--- config.mk ---
export PLATFORM = sky130hd
export DESIGN_NAME = quan_param_loader
export DESIGN_NICKNAME = d
export VERILOG_FILES = /design/src/rtl/quan_param_loader.sv
export SDC_FILE = /design/constraint.sdc
export NUM_CORES = 1
export LEC_CHECK = 0
export CAP_MARGIN = 20
export CORE_ASPECT_RATIO = 0.5
export CORE_MARGIN = 1.5
export CORE_UTILIZATION = 35
export DETAILED_ROUTE_END_ITERATION = 12
export PLACE_DENSITY = 0.58
export SETUP_SLACK_MARGIN = 0.2
export SLEW_MARGIN = 20
export SYNTH_ARGS = -nofsm -noshare
export SYNTH_HDL_FRONTEND = slang
export SYNTH_SLANG_ARGS = --single-unit
--- constraint.sdc ---
create_clock -name clk -period 6.5 [get_ports clk]
set_input_delay 1.95 -clock clk [delete_from_list [all_inputs] [get_ports clk]]
set_output_delay 1.95 -clock clk [all_outputs]
set_load 0.05 [all_outputs]
--- src/rtl/quan_param_loader.sv ---
// Loads per-group bias, scale and shift words from a narrow stream into the
// quantization parameter RAMs, packing BEATS stream beats per RAM word.
module quan_param_loader #(
  parameter int CHANNEL_OUT_NUM       = 8,
  parameter int WIDTH_DATA_ADD        = 32,
  parameter int WIDTH_AXI             = 64,
  parameter int WIDTH_CHANNEL_NUM_REG = 10,
  parameter int WIDTH_BIAS_RAM_ADDRA  = 8
) (
  input  logic                                      clk,
  input  logic                                      rst,
  input  logic                                      Start,
  input  logic [WIDTH_CHANNEL_NUM_REG-1:0]          Channel_Out_Num_REG,
  input  logic [WIDTH_AXI-1:0]                      S_Data,
  input  logic                                      S_Valid,
  output logic                                      S_Ready,
  output logic [CHANNEL_OUT_NUM*WIDTH_DATA_ADD-1:0] wr_data,
  output logic [WIDTH_BIAS_RAM_ADDRA-1:0]           wr_addr,
  output logic                                      wr_en_bias,
  output logic                                      wr_en_scale,
  output logic                                      wr_en_shift,
  output logic                                      Busy,
  output logic                                      Done,
  output logic [2:0]                                dbg_state
);

  localparam int WORD_W = CHANNEL_OUT_NUM * WIDTH_DATA_ADD;
  localparam int BEATS  = WORD_W / WIDTH_AXI;
  localparam int BW     = (BEATS > 1) ? $clog2(BEATS) : 1;
  localparam logic [BW-1:0] LAST_BEAT = BW'(BEATS - 1);
  localparam logic [WIDTH_CHANNEL_NUM_REG-1:0] ONE_G = 1;

  typedef enum logic [2:0] {
    S_IDLE  = 3'd0,
    S_BIAS  = 3'd1,
    S_SCALE = 3'd2,
    S_SHIFT = 3'd3,
    S_FLUSH = 3'd4,
    S_DONE  = 3'd5
  } state_t;

  state_t                           state_q;
  logic [WIDTH_CHANNEL_NUM_REG-1:0] n_q;
  logic [WIDTH_CHANNEL_NUM_REG-1:0] g_q;
  logic [BW-1:0]                    beat_q;
  logic [WORD_W-1:0]                buf_q;
  logic [WORD_W-1:0]                word_d;
  logic [WORD_W-1:0]                wr_data_q;
  logic [WIDTH_BIAS_RAM_ADDRA-1:0]  wr_addr_q;
  logic                             en_bias_q, en_scale_q, en_shift_q;
  logic                             busy_q, done_q;

  // Assembly buffer with the incoming beat merged into its lane slot.
  always_comb begin
    word_d = buf_q;
    word_d[int'(beat_q)*WIDTH_AXI +: WIDTH_AXI] = S_Data;
  end

  always_ff @(posedge clk) begin
    if (rst) begin
      state_q    <= S_IDLE;
      n_q        <= '0;
      g_q        <= '0;
      beat_q     <= '0;
      buf_q      <= '0;
      wr_data_q  <= '0;
      wr_addr_q  <= '0;
      en_bias_q  <= 1'b0;
      en_scale_q <= 1'b0;
      en_shift_q <= 1'b0;
      busy_q     <= 1'b0;
      done_q     <= 1'b0;
    end else begin
      en_bias_q  <= 1'b0;
      en_scale_q <= 1'b0;
      en_shift_q <= 1'b0;
      done_q     <= 1'b0;
      case (state_q)
        S_IDLE: begin
          if (Start) begin
            n_q    <= Channel_Out_Num_REG;
            g_q    <= '0;
            beat_q <= '0;
            busy_q <= 1'b1;
            if (Channel_Out_Num_REG == '0) begin
              state_q <= S_DONE;
              done_q  <= 1'b1;
            end else begin
              state_q <= S_BIAS;
            end
          end
        end
        S_BIAS, S_SCALE, S_SHIFT: begin
          if (S_Valid) begin
            buf_q <= word_d;
            if (beat_q == LAST_BEAT) begin
              beat_q    <= '0;
              wr_data_q <= word_d;
              wr_addr_q <= WIDTH_BIAS_RAM_ADDRA'(g_q);
              case (state_q)
                S_BIAS: begin
                  en_bias_q <= 1'b1;
                  state_q   <= S_SCALE;
                end
                S_SCALE: begin
                  en_scale_q <= 1'b1;
                  state_q    <= S_SHIFT;
                end
                default: begin
                  en_shift_q <= 1'b1;
                  // Full-width compare: the address alone may wrap.
                  if (g_q == n_q - ONE_G) begin
                    state_q <= S_FLUSH;
                  end else begin
                    g_q     <= g_q + ONE_G;
                    state_q <= S_BIAS;
                  end
                end
              endcase
            end else begin
              beat_q <= beat_q + 1'b1;
            end
          end
        end
        S_FLUSH: begin
          state_q <= S_DONE;
          done_q  <= 1'b1;
        end
        S_DONE: begin
          state_q <= S_IDLE;
          busy_q  <= 1'b0;
        end
        default: state_q <= S_IDLE;
      endcase
    end
  end

  assign S_Ready     = (state_q == S_BIAS) || (state_q == S_SCALE) || (state_q == S_SHIFT);
  assign wr_data     = wr_data_q;
  assign wr_addr     = wr_addr_q;
  assign wr_en_bias  = en_bias_q;
  assign wr_en_scale = en_scale_q;
  assign wr_en_shift = en_shift_q;
  assign Busy        = busy_q;
  assign Done        = done_q;
  assign dbg_state   = state_q;

endmodule

==> reports/metrics.cfg, run 1 <==
[finish]
nets = 2796
area_growth_pct = 25.7
final_area_um2 = 27500
register_area_um2 = 11000
final_core_util_pct = 44.7
layout_common_cells = dfxtp_1 (550), nor2_1 (522), a211oi_1 (512), clkdlybuf4s50_1 (349), a21oi_1 (285)
multi_input_area_um2 = 9910
nFillCells = 5988
layout_commonest_cell = dfxtp_1
drive_above_1_share_pct = 4.48

[clock_tree]
cts_hold_buf = 0
cts_buffers = 51
cts_sinks = 550
clkTransAtPathRegs_ps = 70
clk_latency_ps = 580
cts_tree = done
h-tree-depth = 2
cts_setup_buffers = 0
max-clock-path-buffers = 3
post_cts_resized = 0
cts_root_buf = clkbuf_16

[timing]
worst_pin_slew_ps = 1070
max_freq_ghz = 0.227
layout_setup_ws_ps = 2100
drv_slew = 0
rsz0062_at_grt = no
setup_viol_count_final = 0
final.setup.tns_ps = 0
hold_viol = 0
max_slew_margin_pct = 28.9
finalClockSkew_ps = 17.1
min_period_ps = 4400
fin_crit_sh_pct = 67.7

[worst_setup_path]
startpoint = dbg_state[1]
r2r_cells = 6
crit_family = buffers and inverters
crit_type = reg2out
worst_ep_required_time_ps = 4550
path_common_cell = nor2_1
setup.worst_path.end_class = output pin
max_stage_delay_ps = 870
cp_cell_sequence = nor2_1 -> nor2_1 -> clkdlybuf4s50_1
reg2reg_from = beat_q[0]
r2r_end = wr_data[108]
crit_slowest_cell = clkdlybuf4s50_1
crit_fanout = 8
arrival_ps = 2450
startpoint_type = flop
crit_buf_inv = 1
r2r_slack_ps = 2710
worstSetupEndpoint = S_Ready
crit_cells = 3

[detailed_routing]
drc = 8
wirelength_um = 65100
ant_nets = 0
vias = 18300
drt_first_iter_violations = 1189
first_pass_iters = 11
vias_per_cell = 5.13
wl_per_cell_um = 18.2

[synth]
ys_ff_latch = 550
synth_area_per_cell_um2 = 8.67
syn_nets = 2605
syn_area_um2 = 21800
ys_warn_count = 0
yosysSeqAreaShare_pct = 50.4
async_flop_share_pct = 0
syn-instance-count = 2519
synthFlopType = dfxtp_1
synth_edf_count = 0
synth_cell_types = 51

[floorplan]
dieArea_um2 = 64000
core-area_um2 = 61400
rows = 64
die_y_um = 180
initial_core_util_pct = 35.6
die_w_um = 356
io_pins = 351

[min_path]
hp-class = reg2reg

[run_status]
violations = DRC
outcome = finished, violations left

[placement]
hpwl_um = 39300
port_buffers = 350
gp_congestion = 0.774
dpl_worst_slack_ps = 2150
post_dp_cell_area_um2 = 25800

[power_and_ir_drop]
power_uw = 7160
ir_drop_v = 0.000166
p_leak_uw = 0.00874
pwr_density_cell_nw_per_um2 = 261

[grt]
grt_first_pass_wirelength_um = 103000
first_global_vias = 17400
antenna_found_initial = 2
overflow = 0
grt_max_degree = 211
groute.usage.overall_pct = 20.1

[job]
maxCapViolCount = 0

==> how the worst min path moves through the flow <==
stage / startpoint / depth (start not counted) / end
finish: wr_addr[3] / 2 / wr_addr[3]
global route: wr_addr[3] / 2 / wr_addr[3]
CTS: wr_addr[3] / 2 / wr_addr[3]
detailed placement: wr_addr[3] / 2 / wr_addr[3]
global placement: wr_addr[7] / 2 / wr_addr[7]
floorplan: n_q[9] / 2 / n_q[9]
==> power breakdown <==
group          leakage, µW  switching [µW]  internal [µW]
logic              0.00347             383            232
registers          0.00446            48.7           3480
clock network     0.000800            1310           1710
total              0.00874            1750           5420
==> through the flow <==
step	hold WS, ps	cells
2_1_floorplan	448	2519
3_3_place_gp	445	3482
3_5_place_dp	451	3482
4_1_cts	459	3573
5_1_grt	470	3575
6_report	454	3575
==> routing by layer <==
metal | part of all wire (%) | vias to the layer above | wire, µm | GRT usage (%)
met5 | 0 | - | 0 | 0
met4 | 2.5 | 0 | 1660 | 5.34
met3 | 2.8 | 89 | 1830 | 2.79
met2 | 50 | 235 | 32200 | 34.5
met1 | 45 | 8724 | 29400 | 26.2
li1 | - | 9300 | - | -
==> Yosys cell counts, types with 2 or more instances <==
| master | number | area (µm²) |
|---|---|---|
| a211oi_1 | 512 | 3840 |
| a21oi_1 | 285 | 1430 |
| a31oi_1 | 2 | 12.5 |
| and2_1 | 2 | 12.5 |
| and3_1 | 3 | 18.8 |
| buf_1 | 6 | 22.5 |
| buf_2 | 52 | 260 |
| clkbuf_1 | 181 | 679 |
| dfxtp_1 | 550 | 11000 |
| ha_1 | 8 | 100 |
| inv_1 | 5 | 18.8 |
| nand2_1 | 47 | 176 |
| nand2b_1 | 2 | 12.5 |
| nand3_1 | 6 | 30.0 |
| nand4_1 | 5 | 31.3 |
| nor2_1 | 522 | 1960 |
| nor2_4 | 2 | 22.5 |
| nor2b_1 | 256 | 1600 |
| nor3_1 | 8 | 40.0 |
| nor4_1 | 5 | 31.3 |
| nor4bb_1 | 3 | 30.0 |
| o211ai_1 | 2 | 15.0 |
| o21ai_0 | 4 | 20.0 |
| o21ai_1 | 2 | 10.0 |
| o31ai_1 | 5 | 37.5 |
| or3_1 | 3 | 18.8 |
| or4_1 | 6 | 45.0 |
| xnor2_1 | 9 | 78.8 |
| xor2_1 | 4 | 35.0 |
==> state kept, by name, summed over array words and instances, names as in the netlist <==
register and count:
beat_q 2, Done 1, wr_addr 8, Busy 1, wr_en_shift 1, wr_en_scale 1, buf_q 256, dbg_state 3
wr_en_bias 1, wr_data 256, g_q 10, n_q 10
==> cell families after synthesis <==
logic type                 synth area share, %
adders and majority gates                0.458
xor gates and xnor gates                 0.521
and+or+nand+nor                           19.0
buffers and inverters                     4.54
AOI/OAI and AO/OA                         25.0
muxes                                   0.0458
DFF                                       50.4
==> worst min-delay path: cells and delay by family, from the launching register on <==
family | cells | cell delay, ps
AOI/OAI and AO/OA | 1 | 50
and+or+nand+nor | 1 | 50
DFF | 1 | 310
==> layout make-up <==
type,count,share of cell area [%]
clock inverters,10,0.465
clock buffers,81,5.50
diodes,2,0.0182
inverters,5,0.0684
flip-flops and latches,550,40.1
well taps,825,3.76
repair buffers,378,14.0
multi-input cells,1724,36.1
(Power assumes the default switching activity.)
==> run 2: changes to the inputs <==
PLACE_DENSITY = 0.6   (was 0.58)
clock period = 3.6 ns   (was 6.5 ns; I/O delays follow)
==> reports/metrics.cfg, run 2 (synthesis results as in run 1) <==
[worst_setup_path]
max_stage_delay_ps = 580  ; was 870 ps
crit_type = reg2out  ; unchanged
startpoint = dbg_state[0]  ; was dbg_state[1]
worst_ep_required_time_ps = 2520  ; was 4550 ps
crit_slowest_cell = dlygate4sd2_1  ; was clkdlybuf4s50_1
arrival_ps = 2100  ; was 2450 ps
reg2reg_from = beat_q[0]  ; unchanged
path_common_cell = nor2_1  ; unchanged
crit_fanout = 8  ; unchanged
cp_cell_sequence = nor2_1 -> nor2_1 -> dlygate4sd2_1  ; was nor2_1 -> nor2_1 -> clkdlybuf4s50_1
setup.worst_path.end_class = output pin  ; unchanged
startpoint_type = flop  ; unchanged

[timing]
layout_setup_ws_ps = 424  ; was 2100 ps
hold_viol = 0  ; unchanged
max_slew_margin_pct = 32.4  ; was 28.9%
max_freq_ghz = 0.315
fin_crit_sh_pct = 88.2
min_period_ps = 3180
worst_pin_slew_ps = 1010  ; was 1070 ps
rsz0062_at_grt = no  ; unchanged
drv_slew = 0  ; unchanged
final.setup.tns_ps = 0  ; unchanged
setup_viol_count_final = 0  ; unchanged
finalClockSkew_ps = 18.6  ; was 17.1 ps

[clock_tree]
cts_buffers = 53  ; was 51
cts_setup_buffers = 0  ; unchanged
cts_tree = done  ; unchanged
clkTransAtPathRegs_ps = 60  ; was 70 ps
clk_latency_ps = 590  ; was 580 ps
cts_sinks = 550  ; unchanged
max-clock-path-buffers = 3  ; unchanged
h-tree-depth = 2  ; unchanged
cts_root_buf = clkbuf_16  ; unchanged

[finish]
layout_common_cells = dfxtp_1 (550), nor2_1 (522), a211oi_1 (512), clkdlybuf4s50_1 (348), a21oi_1 (285)  ; was dfxtp_1 (550), nor2_1 (522), a211oi_1 (512), clkdlybuf4s50_1 (349), a21oi_1 (285)
nets = 2840  ; was 2796
diodes = 0  ; was 2
nFillCells = 5849  ; was 5988
drive_above_1_share_pct = 6.30  ; was 4.48%
instances_no_fill = 3618  ; was 3575
area_growth_pct = 28.7  ; was 25.7%
layout_commonest_cell = dfxtp_1  ; unchanged

[floorplan]
die_w_um = 356  ; unchanged
dieArea_um2 = 64000  ; unchanged
initial_core_util_pct = 35.6  ; unchanged
rows = 64  ; unchanged
die_y_um = 180  ; unchanged
io_pins = 351  ; unchanged
core-area_um2 = 61400  ; unchanged

[power_and_ir_drop]
pwr_density_cell_nw_per_um2 = 468  ; was 261 nW/µm²
p_seq_share_pct = 48.3  ; was 49.2%
swShare_pct = 24.5  ; was 24.4%
switching_power_uw = 3230  ; was 1750 µW
p_leak_uw = 0.00909  ; was 0.00874 µW
comb_power_share_pct = 8.8  ; was 8.6%
intPower_uw = 9950  ; was 5420 µW
clock_power_share_pct = 42.9  ; was 42.2%
ir_drop_v = 0.000302  ; was 0.000166 V

[detailed_routing]
drc = 6  ; was 8
vias = 18500  ; was 18300
wirelength_um = 65200  ; was 65100 µm
first_pass_iters = 10  ; was 11
drt_first_iter_violations = 1114  ; was 1189
vias_per_cell = 5.11  ; was 5.13
wl_per_cell_um = 18.0  ; was 18.2 µm
ant_nets = 0  ; unchanged

[job]
maxCapViolCount = 0  ; unchanged

[placement]
dpl_worst_slack_ps = 213  ; was 2150 ps
gp_congestion = 0.799  ; was 0.774
hpwl_um = 41500  ; was 39300 µm
port_buffers = 350  ; unchanged
dp_cells = 3524  ; was 3482

[min_path]
min_from = wr_addr[5]  ; was wr_addr[3]
hp-class = reg2reg  ; unchanged

[grt]
grt_first_pass_wirelength_um = 103000  ; about the same
overflow = 0  ; unchanged
grt_max_degree = 102  ; was 211
first_global_vias = 17400  ; about the same
antenna_found_initial = 0  ; was 2
groute.usage.overall_pct = 19.8  ; was 20.1%

[run_status]
violations = DRC  ; unchanged
outcome = finished, violations left  ; unchanged

==> run 2: worst paths after layout <==
kind	endpoint	slack, ps	depth (start not counted)
min reg2reg	wr_addr[5]	460	2
max reg2reg	g_q[9]	890	8
min	wr_addr[5]	460	2
max	S_Ready	420	3
==> run 2: power by group through the flow <==
stage | combinational [µW] | sequential (µW) | clock, µW
6_report | 1150 | 6370 | 5650
2_1_floorplan | 765 | 6490 | 0
4_1_cts | 1160 | 6370 | 5790
5_1_grt | 1280 | 6390 | 6050
3_5_place_dp | 1150 | 6500 | 0
3_3_place_gp | 1130 | 6490 | 0
==> run 2: repair_timing <==
item | in CTS | in global routing
hold buffers | 0 | 0
gates resized for setup | 1 | 0
endpoints found under the setup margin | 1 | 0
==> run 2: stage by stage <==
| stage | total power, µW | util, % | cell area [µm²] | hold slack, ps |
|---|---|---|---|---|
| after global placement | 7620 | 42.9 | 26400 | 446 |
| after CTS | 13300 | 45.8 | 28100 | 462 |
| final | 13200 | 45.8 | 28100 | 458 |
| after global routing | 13700 | 45.8 | 28100 | 480 |
| after floorplan | 7250 | - | 21800 | 448 |
| after detailed placement | 7650 | 42.9 | 26400 | 454 |
==> run 2: per-layer routing <==
metal | wire, µm | global-route usage (%) | up-vias
li1 | - | - | 9375
met1 | 28600 | 24.9 | 8755
met2 | 33000 | 35.4 | 252
met3 | 1910 | 2.81 | 98
met4 | 1660 | 5.43 | 0
met5 | 0 | 0 | -
==> run 2: final cells by class <==
class / instances / area, µm² / share of cell area, %
sequential: 550 / 11000 / 39.1
multi-input combinational: 1724 / 9900 / 35.2
timing repair buffer: 420 / 4410 / 15.7
clock buffer: 81 / 1600 / 5.70
tap: 825 / 1030 / 3.67
clock inverter: 13 / 155 / 0.552
inverter: 5 / 18.8 / 0.0667
==> run 2: worst max-delay path: cells and delay by family, from the launching register on <==
| family | cells | cell delay, ps |
|---|---|---|
| buf+inv | 1 | 580 |
| flops | 1 | 500 |
| simple gates | 2 | 430 |
==> run 3: changes to the inputs <==
CORE_UTILIZATION = 33   (was 35)
PLACE_DENSITY = 0.58   (was 0.6)
==> reports/metrics.cfg, run 3 (synthesis results as in run 1) <==
[timing]
setup_viol_count_final = 0  ; unchanged
final.setup.tns_ps = 0  ; unchanged
fin_crit_sh_pct = 88.6  ; was 88.2%
finalClockSkew_ps = 16.7  ; was 18.6 ps
rsz0062_at_grt = no  ; unchanged
drv_slew = 0  ; unchanged
worst_hold_slack_ps = 454  ; was 458 ps
max_freq_ghz = 0.314  ; was 0.315 GHz
worst_pin_slew_ps = 1080  ; was 1010 ps
max_slew_margin_pct = 27.9  ; was 32.4%
min_period_ps = 3190  ; was 3180 ps
hold_viol = 0  ; unchanged

[worst_setup_path]
r2r_slack_ps = 930  ; was 890 ps
startpoint_type = flop  ; unchanged
arrival_ps = 2110  ; was 2100 ps
crit_type = reg2out  ; unchanged
worst_ep_required_time_ps = 2520  ; about the same
setup.worst_path.end_class = output pin  ; unchanged
cp_cell_sequence = nor2_1 -> nor2_1 -> dlygate4sd2_1  ; unchanged
max_stage_delay_ps = 590  ; was 580 ps
crit_slowest_cell = dlygate4sd2_1  ; unchanged
path_common_cell = nor2_1  ; unchanged
crit_fanout = 8  ; unchanged

[power_and_ir_drop]
pwr_density_cell_nw_per_um2 = 478  ; was 468 nW/µm²
p_leak_uw = 0.00902  ; was 0.00909 µW
ir_drop_v = 0.000367  ; was 0.000302 V

[floorplan]
core-area_um2 = 65200  ; was 61400 µm²
io_pins = 351  ; unchanged
dieArea_um2 = 67800  ; was 64000 µm²
initial_core_util_pct = 33.5  ; was 35.6%
die_w_um = 367  ; was 356 µm
die_y_um = 185  ; was 180 µm
rows = 66  ; was 64

[clock_tree]
clkTransAtPathRegs_ps = 60  ; about the same
cts_hold_buf = 0  ; unchanged
cts_buffers = 52  ; was 53
cts_root_buf = clkbuf_16  ; unchanged
cts_tree = done  ; unchanged
max-clock-path-buffers = 3  ; unchanged
cts_setup_buffers = 0  ; unchanged
cts_sinks = 550  ; unchanged
clk_latency_ps = 590  ; about the same
h-tree-depth = 2  ; unchanged

[finish]
final_area_um2 = 28100  ; about the same
layout_common_cells = dfxtp_1 (550), nor2_1 (522), a211oi_1 (512), clkdlybuf4s50_1 (348), a21oi_1 (285)  ; unchanged
instances_no_fill = 3663  ; was 3618
final_core_util_pct = 43.0  ; was 45.8%
nFillCells = 6420  ; was 5849
area_growth_pct = 28.4  ; was 28.7%
nets = 2821  ; was 2840
drive_above_1_share_pct = 5.87  ; was 6.30%
layout_commonest_cell = dfxtp_1  ; unchanged

[placement]
hpwl_um = 41100  ; was 41500 µm
dp_cells = 3565  ; was 3524
gp_congestion = 0.788  ; was 0.799
post_dp_cell_area_um2 = 26200  ; was 26400 µm²
port_buffers = 350  ; unchanged

[grt]
grt_max_degree = 121  ; was 102
first_global_vias = 17400  ; about the same
overflow = 0  ; unchanged
groute.usage.overall_pct = 18.8  ; was 19.8%
grt_first_pass_wirelength_um = 102000  ; was 103000 µm
antenna_found_initial = 1  ; was 0

[detailed_routing]
drc = 0  ; was 6
vias = 18400  ; was 18500
first_pass_iters = 5  ; was 10
ant_nets = 0  ; unchanged
drt_first_iter_violations = 1323  ; was 1114
vias_per_cell = 5.03  ; was 5.11
wl_per_cell_um = 18.0  ; about the same
wirelength_um = 65800  ; was 65200 µm

[run_status]
outcome = complete, no violations  ; was finished, violations left

[min_path]
hp-class = reg2reg  ; unchanged

[job]
maxCapViolCount = 0  ; unchanged

-- run 3: changes by cell type in the layout (fill, tap and decap cells not counted), moves of 2 or more --
cell | previous run | this run
clkbuf_8 | 15 | 17
buf_4 | 40 | 30
clkinv_8 | 2 | 0
clkbuf_1 | 12 | 10
bufinv_16 | 2 | 6
inv_6 | 0 | 2
buf_12 | 30 | 22
-- run 3: path summary, 6_finish.rpt --
kind	cells after the start	end	start
setup / recovery	3	S_Ready	dbg_state[0]
hold reg to reg	2	wr_addr[4]	wr_addr[4]
setup reg to reg	8	g_q[9]	beat_q[0]
hold / removal	2	wr_addr[4]	wr_addr[4]
-- run 3: worst max-delay path, delay by kind of cell, from the launching register on --
family	cells	cell delay, ps
simple gates	2	420
buf+inv	1	590
flops	1	520
-- run 3: cell type report --
type | count | area, µm² | area share (%)
diodes | 1 | 2.50 | 0.00892
clock buffers | 80 | 1600 | 5.70
clock inverters | 17 | 245 | 0.874
inverters | 5 | 18.8 | 0.0669
multi-input cells | 1724 | 9900 | 35.3
flip-flops and latches | 550 | 11000 | 39.3
well taps | 884 | 1110 | 3.94
repair buffers | 402 | 4170 | 14.9
-- run 3: metal layers --
metal | share of wire (%) | GRT usage (%) | wire [µm] | vias to the layer above
met1 | 43 | 23.6 | 28500 | 8757
li1 | - | - | - | 9317
met2 | 51 | 33.7 | 33700 | 251
met5 | 0 | 0 | 0 | -
met3 | 3.3 | 2.78 | 2150 | 88
met4 | 2.3 | 5.01 | 1530 | 0
-- run 3: where the power goes --
group	internal, µW	leakage [µW]	total (µW)	switching (µW)
clock network	3490	0.000912	5910	2420
logic	444	0.00364	1140	696
registers	6280	0.00446	6370	89.0
total	10200	0.00902	13400	3210
-- run 3: per-stage QoR --
step / total power [µW] / setup WS [ps]
final: 13400 / 411
after global placement: 7610 / 278
after global routing: 14000 / 290
after floorplan: 7250 / 696
after detailed placement: 7640 / 291
after CTS: 13600 / 369
-- run 3: repair_timing --
item	4_1_cts	5_1_grt
endpoints found under the setup margin	1	0
resized for setup	1	0
endpoints found under the hold margin	0	0
